===== config.mk =====
export PLATFORM = sky130hd
export DESIGN_NAME = d2l_master
export DESIGN_NICKNAME = d
export VERILOG_FILES = /design/src/rtl/d2l_pkg.sv /design/src/rtl/d2l_rr_arbiter.sv /design/src/rtl/d2l_master.sv
export SDC_FILE = /design/constraint.sdc
export NUM_CORES = 1
export LEC_CHECK = 0
export ABC_AREA = 1
export CAP_MARGIN = 40
export CORE_MARGIN = 4
export CORE_UTILIZATION = 48
export DETAILED_ROUTE_END_ITERATION = 7
export PLACE_DENSITY = 0.9
export SLEW_MARGIN = 0
export SYNTH_ARGS = -nofsm -noshare
export SYNTH_HDL_FRONTEND = slang
export SYNTH_SLANG_ARGS = --single-unit
export TNS_END_PERCENT = 20

===== constraint.sdc =====
create_clock -name sclk -period 2.71 [get_ports sclk]
set_input_delay 0.813 -clock sclk [delete_from_list [all_inputs] [get_ports sclk]]
set_output_delay 0.813 -clock sclk [all_outputs]
set_load 0.005 [all_outputs]

===== src/rtl/d2l_pkg.sv =====
// Shared definitions for the D2L master: FSM state encoding and frame timing.
package d2l_pkg;
  typedef enum logic [1:0] {
    ST_IDLE,
    ST_SELECT,
    ST_DATA,
    ST_GUARD
  } d2l_state_e;

  localparam int GUARD_CYCLES = 2;

  // One bit leaves on each line per DATA cycle.
  function automatic int data_cycles(input int data_width);
    return data_width / 2;
  endfunction

  function automatic int idx_width(input int n);
    return (n > 1) ? $clog2(n) : 1;
  endfunction
endpackage


===== src/rtl/d2l_rr_arbiter.sv =====
// Round-robin selector: grants the first requester at or after ptr, wrapping.
module d2l_rr_arbiter
  import d2l_pkg::*;
#(
  parameter int N = 4,
  localparam int IW = idx_width(N)
) (
  input  logic [N-1:0]  req,
  input  logic [IW-1:0] ptr,
  output logic [N-1:0]  grant,
  output logic [IW-1:0] idx,
  output logic          any
);
  // Scan from the farthest offset down so the requester nearest ptr wins last.
  always_comb begin
    grant = '0;
    idx   = '0;
    any   = 1'b0;
    for (int k = N - 1; k >= 0; k--) begin
      if (req[(int'(ptr) + k) % N]) begin
        grant = N'(1) << ((int'(ptr) + k) % N);
        idx   = IW'((int'(ptr) + k) % N);
        any   = 1'b1;
      end
    end
  end
endmodule


===== src/rtl/d2l_master.sv =====
// D2L master: arbitrates requesters round-robin and shifts each payload out
// as bit pairs on two lines under an active-low per-slave chip select.
module d2l_master
  import d2l_pkg::*;
#(
  parameter int DATA_WIDTH = 8,
  parameter int NUM_REQ    = 4,
  parameter int NUM_SLAVES = 4,
  localparam int DEST_W = idx_width(NUM_SLAVES),
  localparam int REQ_W  = idx_width(NUM_REQ)
) (
  input  logic                          sclk,
  input  logic                          rstn,
  input  logic [NUM_REQ-1:0]            req_valid,
  input  logic [NUM_REQ*DATA_WIDTH-1:0] req_data,
  input  logic [NUM_REQ*DEST_W-1:0]     req_dest,
  output logic [NUM_REQ-1:0]            req_ready,
  output logic                          OutLine0,
  output logic                          OutLine1,
  output logic [NUM_SLAVES-1:0]         CS,
  output logic                          busy,
  output logic                          done,
  output logic [REQ_W-1:0]              done_id,
  output logic                          dest_err
);
  localparam int DATA_CYCLES = data_cycles(DATA_WIDTH);
  localparam int CNT_MAX     = (DATA_CYCLES > GUARD_CYCLES) ? DATA_CYCLES : GUARD_CYCLES;
  localparam int CNT_W       = idx_width(CNT_MAX);

  d2l_state_e            state_reg;
  logic [REQ_W-1:0]      ptr_reg;
  logic [REQ_W-1:0]      id_reg;
  logic [DATA_WIDTH-1:0] data_reg;
  logic [CNT_W-1:0]      cnt_reg;
  logic [NUM_SLAVES-1:0] cs_reg;
  logic                  line0_reg, line1_reg;
  logic                  done_reg, dest_err_reg;
  logic [REQ_W-1:0]      done_id_reg;

  logic [DATA_WIDTH-1:0] data_arr [NUM_REQ];
  logic [DEST_W-1:0]     dest_arr [NUM_REQ];

  for (genvar gi = 0; gi < NUM_REQ; gi++) begin : g_unpack
    assign data_arr[gi] = req_data[gi*DATA_WIDTH +: DATA_WIDTH];
    assign dest_arr[gi] = req_dest[gi*DEST_W +: DEST_W];
  end

  logic [NUM_REQ-1:0] grant;
  logic [REQ_W-1:0]   win_idx;
  logic               win_any;

  d2l_rr_arbiter #(.N(NUM_REQ)) u_arb (
    .req   (req_valid),
    .ptr   (ptr_reg),
    .grant (grant),
    .idx   (win_idx),
    .any   (win_any)
  );

  logic                  idle;
  logic [DEST_W-1:0]     win_dest;
  logic                  dest_bad;
  logic [REQ_W-1:0]      win_ptr_next, id_ptr_next;

  assign idle         = (state_reg == ST_IDLE);
  assign win_dest     = dest_arr[win_idx];
  assign dest_bad     = (int'(win_dest) >= NUM_SLAVES);
  assign win_ptr_next = (win_idx == REQ_W'(NUM_REQ - 1)) ? '0 : win_idx + 1'b1;
  assign id_ptr_next  = (id_reg == REQ_W'(NUM_REQ - 1)) ? '0 : id_reg + 1'b1;
  assign req_ready    = (rstn && idle) ? grant : '0;

  always_ff @(posedge sclk) begin
    if (!rstn) begin
      state_reg    <= ST_IDLE;
      ptr_reg      <= '0;
      id_reg       <= '0;
      data_reg     <= '0;
      cnt_reg      <= '0;
      cs_reg       <= '1;
      line0_reg    <= 1'b0;
      line1_reg    <= 1'b0;
      done_reg     <= 1'b0;
      done_id_reg  <= '0;
      dest_err_reg <= 1'b0;
    end else begin
      done_reg     <= 1'b0;
      dest_err_reg <= 1'b0;
      case (state_reg)
        ST_IDLE: begin
          if (win_any) begin
            if (dest_bad) begin
              // Unroutable request is consumed but never framed.
              dest_err_reg <= 1'b1;
              ptr_reg      <= win_ptr_next;
            end else begin
              data_reg  <= data_arr[win_idx];
              id_reg    <= win_idx;
              cs_reg    <= ~(NUM_SLAVES'(1) << win_dest);
              state_reg <= ST_SELECT;
            end
          end
        end
        ST_SELECT: begin
          {line1_reg, line0_reg} <= data_reg[DATA_WIDTH-1 -: 2];
          data_reg  <= data_reg << 2;
          cnt_reg   <= '0;
          state_reg <= ST_DATA;
        end
        ST_DATA: begin
          if (cnt_reg == CNT_W'(DATA_CYCLES - 1)) begin
            cs_reg    <= '1;
            line0_reg <= 1'b0;
            line1_reg <= 1'b0;
            cnt_reg   <= '0;
            state_reg <= ST_GUARD;
          end else begin
            {line1_reg, line0_reg} <= data_reg[DATA_WIDTH-1 -: 2];
            data_reg <= data_reg << 2;
            cnt_reg  <= cnt_reg + 1'b1;
          end
        end
        ST_GUARD: begin
          if (cnt_reg == CNT_W'(GUARD_CYCLES - 1)) begin
            done_reg    <= 1'b1;
            done_id_reg <= id_reg;
            ptr_reg     <= id_ptr_next;
            state_reg   <= ST_IDLE;
          end else begin
            cnt_reg <= cnt_reg + 1'b1;
          end
        end
        default: state_reg <= ST_IDLE;
      endcase
    end
  end

  assign OutLine0 = line0_reg;
  assign OutLine1 = line1_reg;
  assign CS       = cs_reg;
  assign busy     = !idle;
  assign done     = done_reg;
  assign done_id  = done_id_reg;
  assign dest_err = dest_err_reg;
endmodule


==> flow_summary_export.csv, run 1 <==
group,metric,value,unit
clock_network,h-tree-depth,1,
global_routing,grt_pass1_vias,2399,
power_and_ir_drop,finalPower,0.00192,W
final_layout,regArea,503,sq um
place,globalplace.congestion,0.946,
floorplan,die_y,73.7,um
global_routing,grtUsageTotal,0.234,
timing,hold_violations,0,
clock_network,clock_sinks,25,
critical_path,critPathKind,"primary input to output port",
clock_network,cts_root_buf,"clkbuf_8",
timing,maxSlewViolCount,0,
yosys,yosysWarnings,0,
place,place_area,2880,sq um
timing,finalSetupViolations,0,
power_and_ir_drop,leakage,1.46,nW
power_and_ir_drop,peakVddDrop,0.564,mV
place,dp_hpwl,4580,um
floorplan,std_cell_rows,23,
timing,setup_tns,0,ns
yosys,synth_fp_nets,373,
final_layout,instances_no_fill,454,
timing,fin_crit,2.70,ns
yosys,synth-seq-area-share,0.242,
critical_path,required,1.90,ns
final_layout,diodes,0,
route,first_iter_violations,92,
floorplan,die-width,73.7,um
final_layout,fin_nets,465,
route,drc,0,
clock_network,hold_buffers,0,
clock_network,cts_max_path_buffers,2,
clock_network,cts_tree,"done",
place,place_inst,439,
floorplan,initial_utilization,0.507,
final_layout,n_fill_cell,307,
yosys,yosys.cell_types.count,31,
critical_path,cp_max_fo,7,
timing,rsz0062_at_grt,"yes",
global_routing,busiest_layer,"met2",
job,maxCapViolations,0,
floorplan,die_area,5430,sq um
timing,min_period_over_period,0.998,
yosys,ys_ff_latch,25,
critical_path,end_kind,"output port",
route,wl_per_cell,13.5,um
critical_path,startpoint_type,"primary input",
yosys,synth_cells,313,
yosys,avgSynthCellArea,6.62,sq um
global_routing,use_met2,0.442,
global_routing,grt_max_degree,17,
global_routing,grtUsageMet3,0.0410,
global_routing,grt_pass1_wl,10300,um
final_layout,syn_to_final_growth,51.6,%
clock_network,numCtsBuffers,3,
floorplan,ioPinCount,61,
timing,max_freq,370,MHz
place,portBuffers,59,
route,antenna_left,0,
outcome,status,"finished, final reports clean",
critical_path,cp.arrival,1.89,ns
global_routing,overflow,0,
route,via_per_inst,5.30,
route,first_pass_iters,5,
global_routing,antenna_found_initial,0,
power_and_ir_drop,powerDensity,612,nW/um^2
route,vias,2404,
route,routed_wl,6110,um
min_path,hp-class,"register to register",
final_layout,design_area,3140,sq um
global_routing,gr-usage-met1,0.261,
yosys,synthesis.area,2070,sq um
final_layout,multi_input_area,1470,sq um
final_layout,drive_gt1_frac,0.272,
floorplan,core,4090,sq um
clock_network,clk_pin_slew,0.09,ns
timing,fin_worst_skew,0.00738,ns
clock_network,clock_latency,0.28,ns
final_layout,largest_reg_flops,8,
==> timing repair <==
item | CTS | global route
setup endpoints to repair | 4 | 4
buffers inserted | 8 | 3
cloned | 0 | 0
gates resized for setup | 59 | 16
pin swaps | 14 | 10
==> worst paths after layout <==
| path | cells after the start | slack [ns] | end | from |
|---|---|---|---|---|
| setup / recovery | 10 | 0.006 | req_ready[3] | req_valid[3] |
| hold / removal | 2 | 0.47 | data_reg[1]$_SDFFE_PN0P_ | data_reg[1]$_SDFFE_PN0P_ |
| setup reg to reg | 16 | 0.51 | data_reg[6]$_SDFFE_PN0P_ | ptr_reg[0]$_SDFFE_PN0P_ |
| hold reg to reg | 2 | 0.47 | data_reg[1]$_SDFFE_PN0P_ | data_reg[1]$_SDFFE_PN0P_ |
==> cells in the mapped netlist (all sizes together) <==
library cell,instances,area share
o21ai,16,0.039
nor2,14,0.027
nand3b,6,0.022
dfxtp,25,0.24
o221ai,2,0.0085
o211ai,3,0.011
ha,14,0.085
nand3,51,0.14
clkbuf,3,0.0054
conb,1,0.0018
a21oi,32,0.077
clkinv,1,0.0018
nor3,5,0.014
nand2,87,0.20
o22ai,1,0.0030
inv,37,0.069
buf,8,0.032
or2,3,0.0091
nand4,1,0.0030
a211oi,3,0.011
==> layer usage <==
metal  routed length [um]  share of wire
met4                  153          0.025
met2                 3280           0.54
met3                  328          0.054
met5                    0              0
met1                 2350           0.38
==> power breakdown <==
group          switching, W  internal [W]  total, W
combinational      0.000603      0.000512   0.00111
sequential        0.0000833      0.000498  0.000581
clock              0.000122      0.000104  0.000227
==> critical path, stage by stage <==
cell,delay [ns]
buf_6,0.08
inv_4,0.04
nand2_4,0.07
nand3_2,0.09
nand2_2,0.11
inv_4,0.06
or2_2,0.29
a21oi_2,0.17
a211oi_2,0.05
buf_2,0.13
==> per-stage QoR <==
step | utilization | setup WS [ns] | hold WS [ns]
after floorplan | - | 0.170 | 0.446
after CTS | 0.746 | 0.00166 | 0.473
final | 0.769 | 0.00628 | 0.473
after detailed placement | 0.705 | -0.812 | 0.461
after global routing | 0.769 | -0.0609 | 0.510
after global placement | 0.705 | -0.754 | 0.455
==> cell usage in the layout, fill, tap and decap left out, types with 11 or more instances in the layout <==
| cell type | count |
|---|---|
| a21oi_1 | 27 |
| buf_4 | 36 |
| clkdlybuf4s50_1 | 51 |
| dfxtp_1 | 23 |
| ha_1 | 13 |
| inv_1 | 25 |
| nand2_1 | 66 |
| nand2_4 | 11 |
| nand3_1 | 44 |
| nor2_1 | 13 |
==> layout make-up <==
class | instances | area share
well taps | 50 | 0.0199
clock buffers | 3 | 0.0131
inverters | 38 | 0.0510
flip-flops and latches | 25 | 0.160
multi-input cells | 239 | 0.468
repair buffers | 98 | 0.286
clock inverters | 1 | 0.00239
==> cells by family (layout without fill, tap and decap cells) <==
family,after synthesis,count (layout),synth area share
other,1,1,0.00181
AO/OA/AOI/OAI,57,57,0.149
flip-flops,25,25,0.242
AND/OR/NAND/NOR,167,167,0.414
buffers and inverters,49,140,0.109
adder cells (fa/ha/maj),14,14,0.0845
Power figures use the tool's default switching activity.
==> run 2: changes to the inputs <==
--- a/config.mk
+++ b/config.mk
@@ -10,6 +10,7 @@
 export CORE_MARGIN = 4
 export CORE_UTILIZATION = 48
 export DETAILED_ROUTE_END_ITERATION = 7
+export GPL_ROUTABILITY_DRIVEN = 0
 export PLACE_DENSITY = 0.9
 export SLEW_MARGIN = 0
 export SYNTH_ARGS = -nofsm -noshare
==> flow_summary_export.csv, run 2 (same netlist as run 1, synthesis figures left out) <==
group,metric,value,unit
outcome,status,"complete, but fails checks",
outcome,violations,"negative setup slack",
floorplan,die-width,73.7,um
final_layout,largest_reg_flops,8,
critical_path,timing.rr.start,"ptr_reg[0]$_SDFFE_PN0P_",
power_and_ir_drop,peakVddDrop,0.591,mV
route,drc,0,
min_path,hp-class,"register to register",
critical_path,cp_max_fo,5,
timing,fin_worst_skew,0.00497,ns
clock_network,numCtsBuffers,3,
route,first_pass_iters,4,
place,place_area,2870,sq um
critical_path,regToRegSetupSlack,0.47,ns
clock_network,clk_pin_slew,0.08,ns
floorplan,die_area,5430,sq um
global_routing,antenna_found_initial,0,
final_layout,diodes,0,
clock_network,h-tree-depth,1,
critical_path,required,1.90,ns
power_and_ir_drop,switchingPower,0.000815,W
floorplan,die_y,73.7,um
timing,fin_crit,2.74,ns
global_routing,grt_max_degree,17,
floorplan,initial_utilization,0.507,
route,antenna_left,0,
clock_network,cts_tree,"done",
route,first_iter_violations,91,
job,maxCapViolations,0,
critical_path,timing.rr.end,"CS[1]$_SDFFE_PN1P_",
place,portBuffers,59,
timing,min_period_over_period,1.01,
timing,maxSlewViolCount,0,
final_layout,n_fill_cell,322,
timing,max_freq,365,MHz
route,routed_wl,6240,um
final_layout,design_area,3190,sq um
global_routing,overflow,0,
power_and_ir_drop,powerDensity,609,nW/um^2
power_and_ir_drop,pwr-share-clk,0.116,
final_layout,final_cell_mix,"nand2_1, clkdlybuf4s50_1, nand3_1, buf_4, a21oi_1",
timing,finalSetupViolations,3,
min_path,whs_path_depth,2,
place,dp_hpwl,4540,um
floorplan,ioPinCount,61,
final_layout,syn_to_final_growth,53.9,%
global_routing,grt_pass1_wl,10400,um
floorplan,core,4090,sq um
route,vias,2438,
min_path,min-delay-start,"data_reg[0]$_SDFFE_PN0P_",
route,via_per_inst,5.33,
floorplan,std_cell_rows,23,
final_layout,fin_nets,468,
clock_network,cts_root_buf,"clkbuf_8",
global_routing,grtUsageTotal,0.237,
final_layout,drive_gt1_frac,0.273,
power_and_ir_drop,leakage,1.48,nW
timing,setup_tns,-0.0703,ns
power_and_ir_drop,combPwrFrac,0.585,
power_and_ir_drop,seqPwrFrac,0.298,
global_routing,grt_pass1_vias,2510,
critical_path,reg2regPathDepth,18,
clock_network,cts_max_path_buffers,2,
power_and_ir_drop,p_sw_frac,0.420,
route,wl_per_cell,13.6,um
timing,rsz0062_at_grt,"yes",
timing,setup_ws,-0.0293,ns
critical_path,startpoint_type,"primary input",
min_path,min_to,"data_reg[0]$_SDFFE_PN0P_",
timing,hold_violations,0,
clock_network,clock_latency,0.27,ns
critical_path,cp.arrival,1.93,ns
final_layout,final_core_utilization,0.780,
clock_network,clock_sinks,25,
critical_path,end_kind,"output port",
final_layout,layout_commonest_cell,"nand2_1",
power_and_ir_drop,p_int,0.00113,W
critical_path,critPathKind,"primary input to output port",
## run 2: cell types whose count changed in the layout (fill, tap and decap cells not counted), moves of 2 or more
cell	delta
a21oi_2	-3
inv_4	-2
a21oi_4	+2
nand2_2	-3
or2_2	-2
buf_6	+2
nand2_4	+2
or2_4	+2
## run 2: layout make-up
cell class / count / area (sq um) / share of cell area
multi-input cells: 239 / 1500 / 0.470
inverters: 38 / 163 / 0.0510
repair buffers: 101 / 912 / 0.286
flip-flops and latches: 25 / 503 / 0.158
well taps: 50 / 62.6 / 0.0196
clock buffers: 3 / 41.3 / 0.0130
clock inverters: 1 / 7.51 / 0.00235
## run 2: per-layer routing
| metal | GRT usage | share of wire | up-vias |
|---|---|---|---|
| met2 | 0.464 | 0.53 | 68 |
| met1 | 0.251 | 0.40 | 1130 |
| met3 | 0.0287 | 0.039 | 18 |
| met5 | 0 | 0 | - |
| li1 | - | - | 1222 |
| met4 | 0.0926 | 0.028 | 0 |
## run 2: what timing repair did
action,4_1_cts,5_1_grt
cloned,0,0
resized for setup,68,12
pin swaps,17,11
endpoints found under the setup margin,4,4
hold buffers,0,0
buffers inserted,12,2
## run 2: worst max-delay path, cell delays in order
cell      delay (ns)
buf_2           0.11
inv_4           0.07
nand2_4         0.06
nand3_4         0.08
nand2_4         0.08
inv_4           0.08
nand2_4         0.09
o221ai_2        0.18
a21oi_2         0.08
nor3_1          0.13
buf_2           0.14
## run 2: power by group through the flow
stage	Sequential, W	Clock [W]	Combinational (W)
floorplan	0.000569	0	0.000653
global placement	0.000579	0	0.00101
detailed placement	0.000583	0	0.00105
CTS	0.000577	0.000231	0.00110
global route	0.000594	0.000248	0.00126
finish	0.000579	0.000225	0.00114
## run 2: metrics by stage
step	hold WS, ns	power (W)	setup slack [ns]	cells
floorplan	0.446	0.00122	0.170	313
global placement	0.455	0.00159	-0.739	439
detailed placement	0.462	0.00164	-0.808	439
CTS	0.475	0.00191	0.00311	455
global route	0.501	0.00210	-0.0846	457
finish	0.472	0.00194	-0.0293	457
## run 2: how the worst max path moves through the flow
stage / start / to / slack (ns) / depth (start not counted)
final: req_valid[1] / req_ready[1] / -0.03 / 11
after global placement: req_valid[3] / req_ready[3] / -0.74 / 11
after global routing: req_valid[1] / req_ready[1] / -0.08 / 11
after CTS: req_valid[2] / req_ready[3] / 0.003 / 11
after detailed placement: req_valid[3] / req_ready[3] / -0.81 / 11
after floorplan: req_valid[3] / req_ready[3] / 0.17 / 9
